File: src/rtl/pipe_stage_buf.sv
// rtl/pipe_stage_buf.sv - elastic pipeline-stage register with optional 2-entry skid buffer
// Optional statistics counters are enabled with the PIPE_STAGE_STATS_EN macro.
module pipe_stage_buf #(
    parameter int DATA_W = 150,
    parameter int CTRL_W = 8,
    parameter int SKID   = 1
) (
    input  logic              clk,
    input  logic              rst_n,
    input  logic              flush,
    input  logic              freeze,
    input  logic              in_valid,
    output logic              in_ready,
    input  logic [DATA_W-1:0] in_data,
    output logic              out_valid,
    input  logic              out_ready,
    output logic [DATA_W-1:0] out_data,
    output logic [1:0]        occupancy
`ifdef PIPE_STAGE_STATS_EN
    ,
    output logic [31:0]       stall_cnt,
    output logic [15:0]       flush_cnt
`endif
);

    function automatic logic [DATA_W-1:0] ctrl_mask();
        logic [DATA_W-1:0] m;
        for (int i = 0; i < DATA_W; i++) begin
            m[i] = (i < CTRL_W);
        end
        return m;
    endfunction

    localparam logic [DATA_W-1:0] CTRL_MASK = ctrl_mask();
    localparam bit                USE_SKID  = (SKID != 0);

    logic              main_valid_q, main_valid_d;
    logic [DATA_W-1:0] main_data_q,  main_data_d;
    logic              skid_valid_q, skid_valid_d;
    logic [DATA_W-1:0] skid_data_q,  skid_data_d;
    logic              accept;
    logic              drain;

    // The skid variant only looks at its own flop, so out_ready never reaches in_ready.
    always_comb begin
        if (USE_SKID) begin
            in_ready = rst_n & !freeze & !flush & !skid_valid_q;
        end else begin
            in_ready = rst_n & !freeze & !flush & (!main_valid_q | out_ready);
        end
    end

    assign accept    = in_valid & in_ready;
    assign drain     = main_valid_q & out_ready;
    assign out_valid = main_valid_q;
    assign out_data  = main_data_q;
    assign occupancy = 2'(main_valid_q) + 2'(skid_valid_q);

    // Any entry left empty has its control bits cleared so a bubble never enables a write.
    always_comb begin
        main_valid_d = main_valid_q;
        main_data_d  = main_data_q;
        skid_valid_d = skid_valid_q;
        skid_data_d  = skid_data_q;
        if (flush) begin
            main_valid_d = 1'b0;
            skid_valid_d = 1'b0;
            main_data_d  = main_data_q & ~CTRL_MASK;
            skid_data_d  = skid_data_q & ~CTRL_MASK;
        end else if (!main_valid_q || drain) begin
            if (skid_valid_q) begin
                main_valid_d = 1'b1;
                main_data_d  = skid_data_q;
                skid_valid_d = 1'b0;
                skid_data_d  = skid_data_q & ~CTRL_MASK;
            end else if (accept) begin
                main_valid_d = 1'b1;
                main_data_d  = in_data;
            end else begin
                main_valid_d = 1'b0;
                main_data_d  = main_data_q & ~CTRL_MASK;
            end
        end else if (accept && USE_SKID) begin
            skid_valid_d = 1'b1;
            skid_data_d  = in_data;
        end
    end

    always_ff @(posedge clk or negedge rst_n) begin
        if (!rst_n) begin
            main_valid_q <= 1'b0;
            main_data_q  <= '0;
            skid_valid_q <= 1'b0;
            skid_data_q  <= '0;
        end else begin
            main_valid_q <= main_valid_d;
            main_data_q  <= main_data_d;
            skid_valid_q <= skid_valid_d;
            skid_data_q  <= skid_data_d;
        end
    end

`ifdef PIPE_STAGE_STATS_EN
    logic [31:0] stall_cnt_q;
    logic [15:0] flush_cnt_q;

    always_ff @(posedge clk or negedge rst_n) begin
        if (!rst_n) begin
            stall_cnt_q <= '0;
            flush_cnt_q <= '0;
        end else begin
            if (main_valid_q && !out_ready && stall_cnt_q != '1) begin
                stall_cnt_q <= stall_cnt_q + 32'd1;
            end
            if (flush && occupancy != 2'd0 && flush_cnt_q != '1) begin
                flush_cnt_q <= flush_cnt_q + 16'd1;
            end
        end
    end

    assign stall_cnt = stall_cnt_q;
    assign flush_cnt = flush_cnt_q;
`endif

endmodule

File: config.mk
export PLATFORM = sky130hd
export DESIGN_NAME = pipe_stage_buf
export DESIGN_NICKNAME = d
export VERILOG_FILES = /design/src/rtl/pipe_stage_buf.sv
export SDC_FILE = /design/constraint.sdc
export NUM_CORES = 1
export LEC_CHECK = 0
export CORE_MARGIN = 2
export CORE_UTILIZATION = 32
export CTS_CLUSTER_DIAMETER = 60
export DETAILED_ROUTE_END_ITERATION = 8
export PLACE_DENSITY_LB_ADDON = 0.3
export SETUP_SLACK_MARGIN = 0.4
export SYNTH_ARGS = -nofsm -noshare
export SYNTH_HDL_FRONTEND = slang
export SYNTH_SLANG_ARGS = --single-unit
File: constraint.sdc
create_clock -name clk -period 5.05 [get_ports clk]
set_input_delay 1.01 -clock clk [delete_from_list [all_inputs] [get_ports clk]]
set_output_delay 1.01 -clock clk [all_outputs]
set_load 0.02 [all_outputs]
Word-level counts from Yosys, hierarchy flattened
Index checks and enable logic that the tools add are counted.

Register bits: 302. Output and inout bits: 154.

Bitwise logic cells: 7. Reductions and logical operators: 11. Eq/ne operators: 1. Add/sub/neg operators: 1. Multiplexer cells: 15.

Operator list (count): 150-bit two-way mux (4); 8-bit two-way mux (4); 1-bit two-way mux (7); 3-bit AND reduction (2); 1-bit AND (5); 1-bit zero test (4); 2-bit nonzero test (2); 3-bit != test (second input constant) (1); 3-bit nonzero test (1); 1-bit by 1-bit adder with 2-bit output (1); 1-bit inverter (2); 2-bit AND reduction (1); 1-bit logical OR (1).

Logic depth before layout (Yosys ltp)
Depth in word-level cells: 9. Mapped depth: 8. Mapped depth without buffers: 4.

Least setup slack after synthesis
Ideal clock, no wire load.

Path kind: input to output. Start: in flush. End: out in_ready. Slack: 2.188 ns. Cell stages on the path: 3. Path buffers: 2. Data arrival time: 1.852 ns. Cell sequence: clkbuf_1 -> clkbuf_1 -> nor3_1.

Cells in the longest elaborated chain, start to end: 3.

Ends and longest elaborated chain: from (decl) (RTL line 10) `input logic flush,`; 1-bit zero test; 1-bit AND; 1-bit AND (RTL line 47) `in_ready = rst_n & !freeze & !flush & !skid_valid_q;`; to (decl) (RTL line 13) `output logic in_ready,`.

No other way between the ends.

Worst setup path after layout
Ends and elaborated chain as after synthesis.

==> results.sh <==
export IMPL_outcome="complete, no violations"
export IMPL_layout_worst_path_cycle_share_pct=76.51
export IMPL_drc=0
export IMPL_num_antenna_cells=0
export IMPL_finalNetCount=1592
export IMPL_hold_buffers=0
export IMPL_routed_via_count=10430
export IMPL_worst_slew_pin_transition_ns=1.103
export IMPL_clock_sinks=302
export IMPL_critPathLaunchType="primary input"
export IMPL_worstPathBufferInverterCount=2
export IMPL_timing_critical_path_max_delay_family="buffers and inverters"
export IMPL_drt_pass1_iter_count=4
export IMPL_yosys_area_top_type="dfrtp_1"
export IMPL_tritoncts_clock_tree="built"
export IMPL_fin_crit_ns=3.864
export IMPL_insertion_delay_ns=0.53
export IMPL_pre_cts_setup_slack_ns=0.9838
export IMPL_crit_reg2reg_capture="out_data[49]"
export IMPL_post_cts_setup_buffer_count=0
export IMPL_dpl_instance_area_sq_um=17070
export IMPL_critical_path_max_fanout=15
export IMPL_detail_route_antenna_nets=0
export IMPL_post_layout_nonfiller_instances=2003
export IMPL_synth_net_count=1327
export IMPL_worst_setup_path_end_kind="primary output"
export IMPL_worst_r2r_setup_slack_ns=1.68
export IMPL_cpMostUsedCell="clkdlybuf4s50_1"
export IMPL_cts_resized=0
export IMPL_grt_first_pass_wirelength_um=61220
export IMPL_die_h_um=209.7
export IMPL_post_drt_via_cell_ratio=5.205
export IMPL_fin_worst_skew_ns=0.01174
export IMPL_cp_cell_sequence="clkdlybuf4s50_1, nor3_1, clkdlybuf4s50_1"
export IMPL_max_freq_ghz=0.2588
export IMPL_cts_root_buffer_cell="clkbuf_16"
export IMPL_rows=75
export IMPL_fp_coreArea_sq_um=41850
export IMPL_report_final_slew_viol_count=0
export IMPL_ir_drop_mv=0.2452
export IMPL_tritoncts_num_buffers=39
export IMPL_setup_tns_final_ns=0
export IMPL_post_synthesis_instance_area_sq_um=13540
export IMPL_initial_utilization_pct=32.35
export IMPL_yosysWarningCount=0
export IMPL_fillerInstances=3880
export IMPL_netlist_cell_type_count=27
export IMPL_final_hpwl_from_detailed_placement_um=23270
export IMPL_cp_slowest_stage_delay_ns=0.80
export IMPL_number_of_input_and_output_port_buffers_inserted=309
export IMPL_worst_setup_hold_path_clk_slew_ns=0.06
export IMPL_max_cap_viol_count=0
export IMPL_place_gp_congestion=0.7037
export IMPL_grt_pass1_vias=10780
export IMPL_grt_antenna_before_repair=5
export IMPL_cts_root_to_sink_buffers=3
export IMPL_min_path_type="in2async"
export IMPL_timing_rr_start="skid_valid_q"
export IMPL_leakagePower_uw=0.007588
export IMPL_finalSetupViolCount=0
export IMPL_critical_path_required_ns=4.04
export IMPL_slew_headroom_pct=26.44
export IMPL_crit_slowest_cell="clkdlybuf4s50_1"
export IMPL_io_pin_count=310
export IMPL_final_critical_path_setup_slack_ns=1.186
export IMPL_cellPowerDensity_nw_per_um2=329.3
export IMPL_floorplan_die_width_um=209.7
export IMPL_post_route_cell_area_sq_um=18390
export IMPL_post_synth_main_area_contributors="dfrtp_1 56%, mux2_2 12%, a211oi_1 7.4%"
export IMPL_globalRoute_totalOverflow=0
export IMPL_largest_net_degree_at_the_start_of_global_routing=168
export IMPL_sequential_element_share_of_the_synthesized_area_pct=55.82
export IMPL_holdWs_ns=0.4116
export IMPL_proportion_of_layout_cells_with_a_drive_suffix_above_1_pct=16.19
export IMPL_totalWireLength_um=39220
export IMPL_synth_top_area_share_pct=55.82
export IMPL_dpl_cell_count=1933
export IMPL_reg2regPathDepth=5
export IMPL_arrival_worst_endpoint_ns=2.85
export IMPL_die_area_sq_um=43970
export IMPL_detail_route_iter0_violations=491
export IMPL_syn_instance_count=1170
export IMPL_syn_to_final_growth_pct=35.81
export IMPL_ys_ff_latch=302
export IMPL_grt_use_total_pct=17.39
export IMPL_post_synth_cell_area_avg_sq_um=11.57
export IMPL_setup_worst_path_class="in2out"
export IMPL_number_of_h_tree_branching_levels=2
export IMPL_wire_per_inst_um=19.58
export IMPL_rsz0062_at_grt="false"
export IMPL_hold_viol=0
-- cell usage after synthesis, drive strengths merged --
master  count
and3        8
nor3b     133
clkbuf     67
a22o        8
a21oi       9
nor2b      10
o22ai     133
a211oi    134
nand2b      3
nor4        2
ha          1
inv       135
o221a       9
dfrtp     302
nand2       9
o21ai      26
a41o        1
nor3        3
mux2      142
a31oi       1
buf        33
or4         1
-- logic make-up after synthesis --
| group | count (synthesis) | share of synthesized area (%) |
|---|---|---|
| AOI/OAI and AO/OA | 321 | 16.26 |
| DFF | 302 | 55.82 |
| buffers and inverters | 235 | 7.097 |
| and+or+nand+nor | 169 | 8.927 |
| muxes | 142 | 11.81 |
| adders and majority gates | 1 | 0.09240 |
-- registers in the layout (all words and copies together), names as in the netlist --
register,count
out_data,150
out_valid,1
skid_data_q,150
skid_valid_q,1
-- through the flow --
stage                     total power, uW  utilization (%)
after floorplan                      2927                -
after global placement               3281            40.79
after detailed placement             3300            40.79
after CTS                            6157            43.93
after global routing                 6307            43.93
final                                6055            43.93
-- routing by layer --
metal / GRT usage (%) / vias to the layer above / routed length (um)
met1: 22.41 / 5295 / 17560
met4: 4.916 / 10 / 777
met2: 27.56 / 269 / 17960
li1: - / 4793 / -
met3: 6.270 / 59 / 2855
met5: 0 / - / 72
-- power breakdown --
group / total (uW) / switching [uW] / internal (uW)
combinational: 634 / 315 / 318
clock: 2800 / 1070 / 1730
sequential: 2620 / 77.5 / 2540
total: 6060 / 1460 / 4590
-- worst reg2reg max path: stages (launching register included) --
cell and delay [ns]:
dfrtp_4 1.11, nand2b_1 0.37, or4_4 0.48, buf_4 0.78
o22ai_1 0.30, a211oi_1 0.24
-- area by class of cell --
type / instances / area (sq um) / area share [%]
flip-flops and latches: 302 / 7561 / 41.12
multi-input cells: 633 / 5057 / 27.50
inverters: 135 / 506.7 / 2.756
clock inverters: 13 / 128.9 / 0.7009
repair buffers: 324 / 3273 / 17.80
well taps: 539 / 674.4 / 3.668
clock buffers: 57 / 1186 / 6.451
-- worst max-delay path by stage --
stage	start	end	slack, ns	cells past startpoint
2_1_floorplan	flush	in_ready	2.19	3
4_1_cts	flush	in_ready	1.10	3
3_5_place_dp	flush	out_data[96]	0.98	6
5_1_grt	flush	in_ready	1.07	3
6_report	flush	in_ready	1.19	3
3_3_place_gp	flush	out_data[102]	1.03	6
-- cell usage in the layout, fill, tap and decap left out --
master           count
clkinv_4             2
a211oi_1           134
a31oi_1              1
dfrtp_4              1
nor4_4               1
buf_12               5
nor2b_2              1
buf_4               10
buf_8                1
nor4_2               1
clkinv_2             7
o221a_2              8
inv_1              135
clkbuf_16           41
inv_6                1
o21ai_0             26
clkinvlp_4           1
dfrtp_1            301
nand2b_1             3
clkdlybuf4s50_1    308
nand2_4              1
mux2_2             142
bufinv_16            2
nor3_1               3
and3_1               8
a22o_1               8
nand2_1              8
a41o_4               1
nor3b_1            133
a21oi_1              9
clkbuf_1             6
or4_4                1
o221a_1              1
o22ai_1            133
ha_1                 1
nor2b_1              9
clkbuf_8            10
Note: power is estimated with default switching activity, not from simulation.
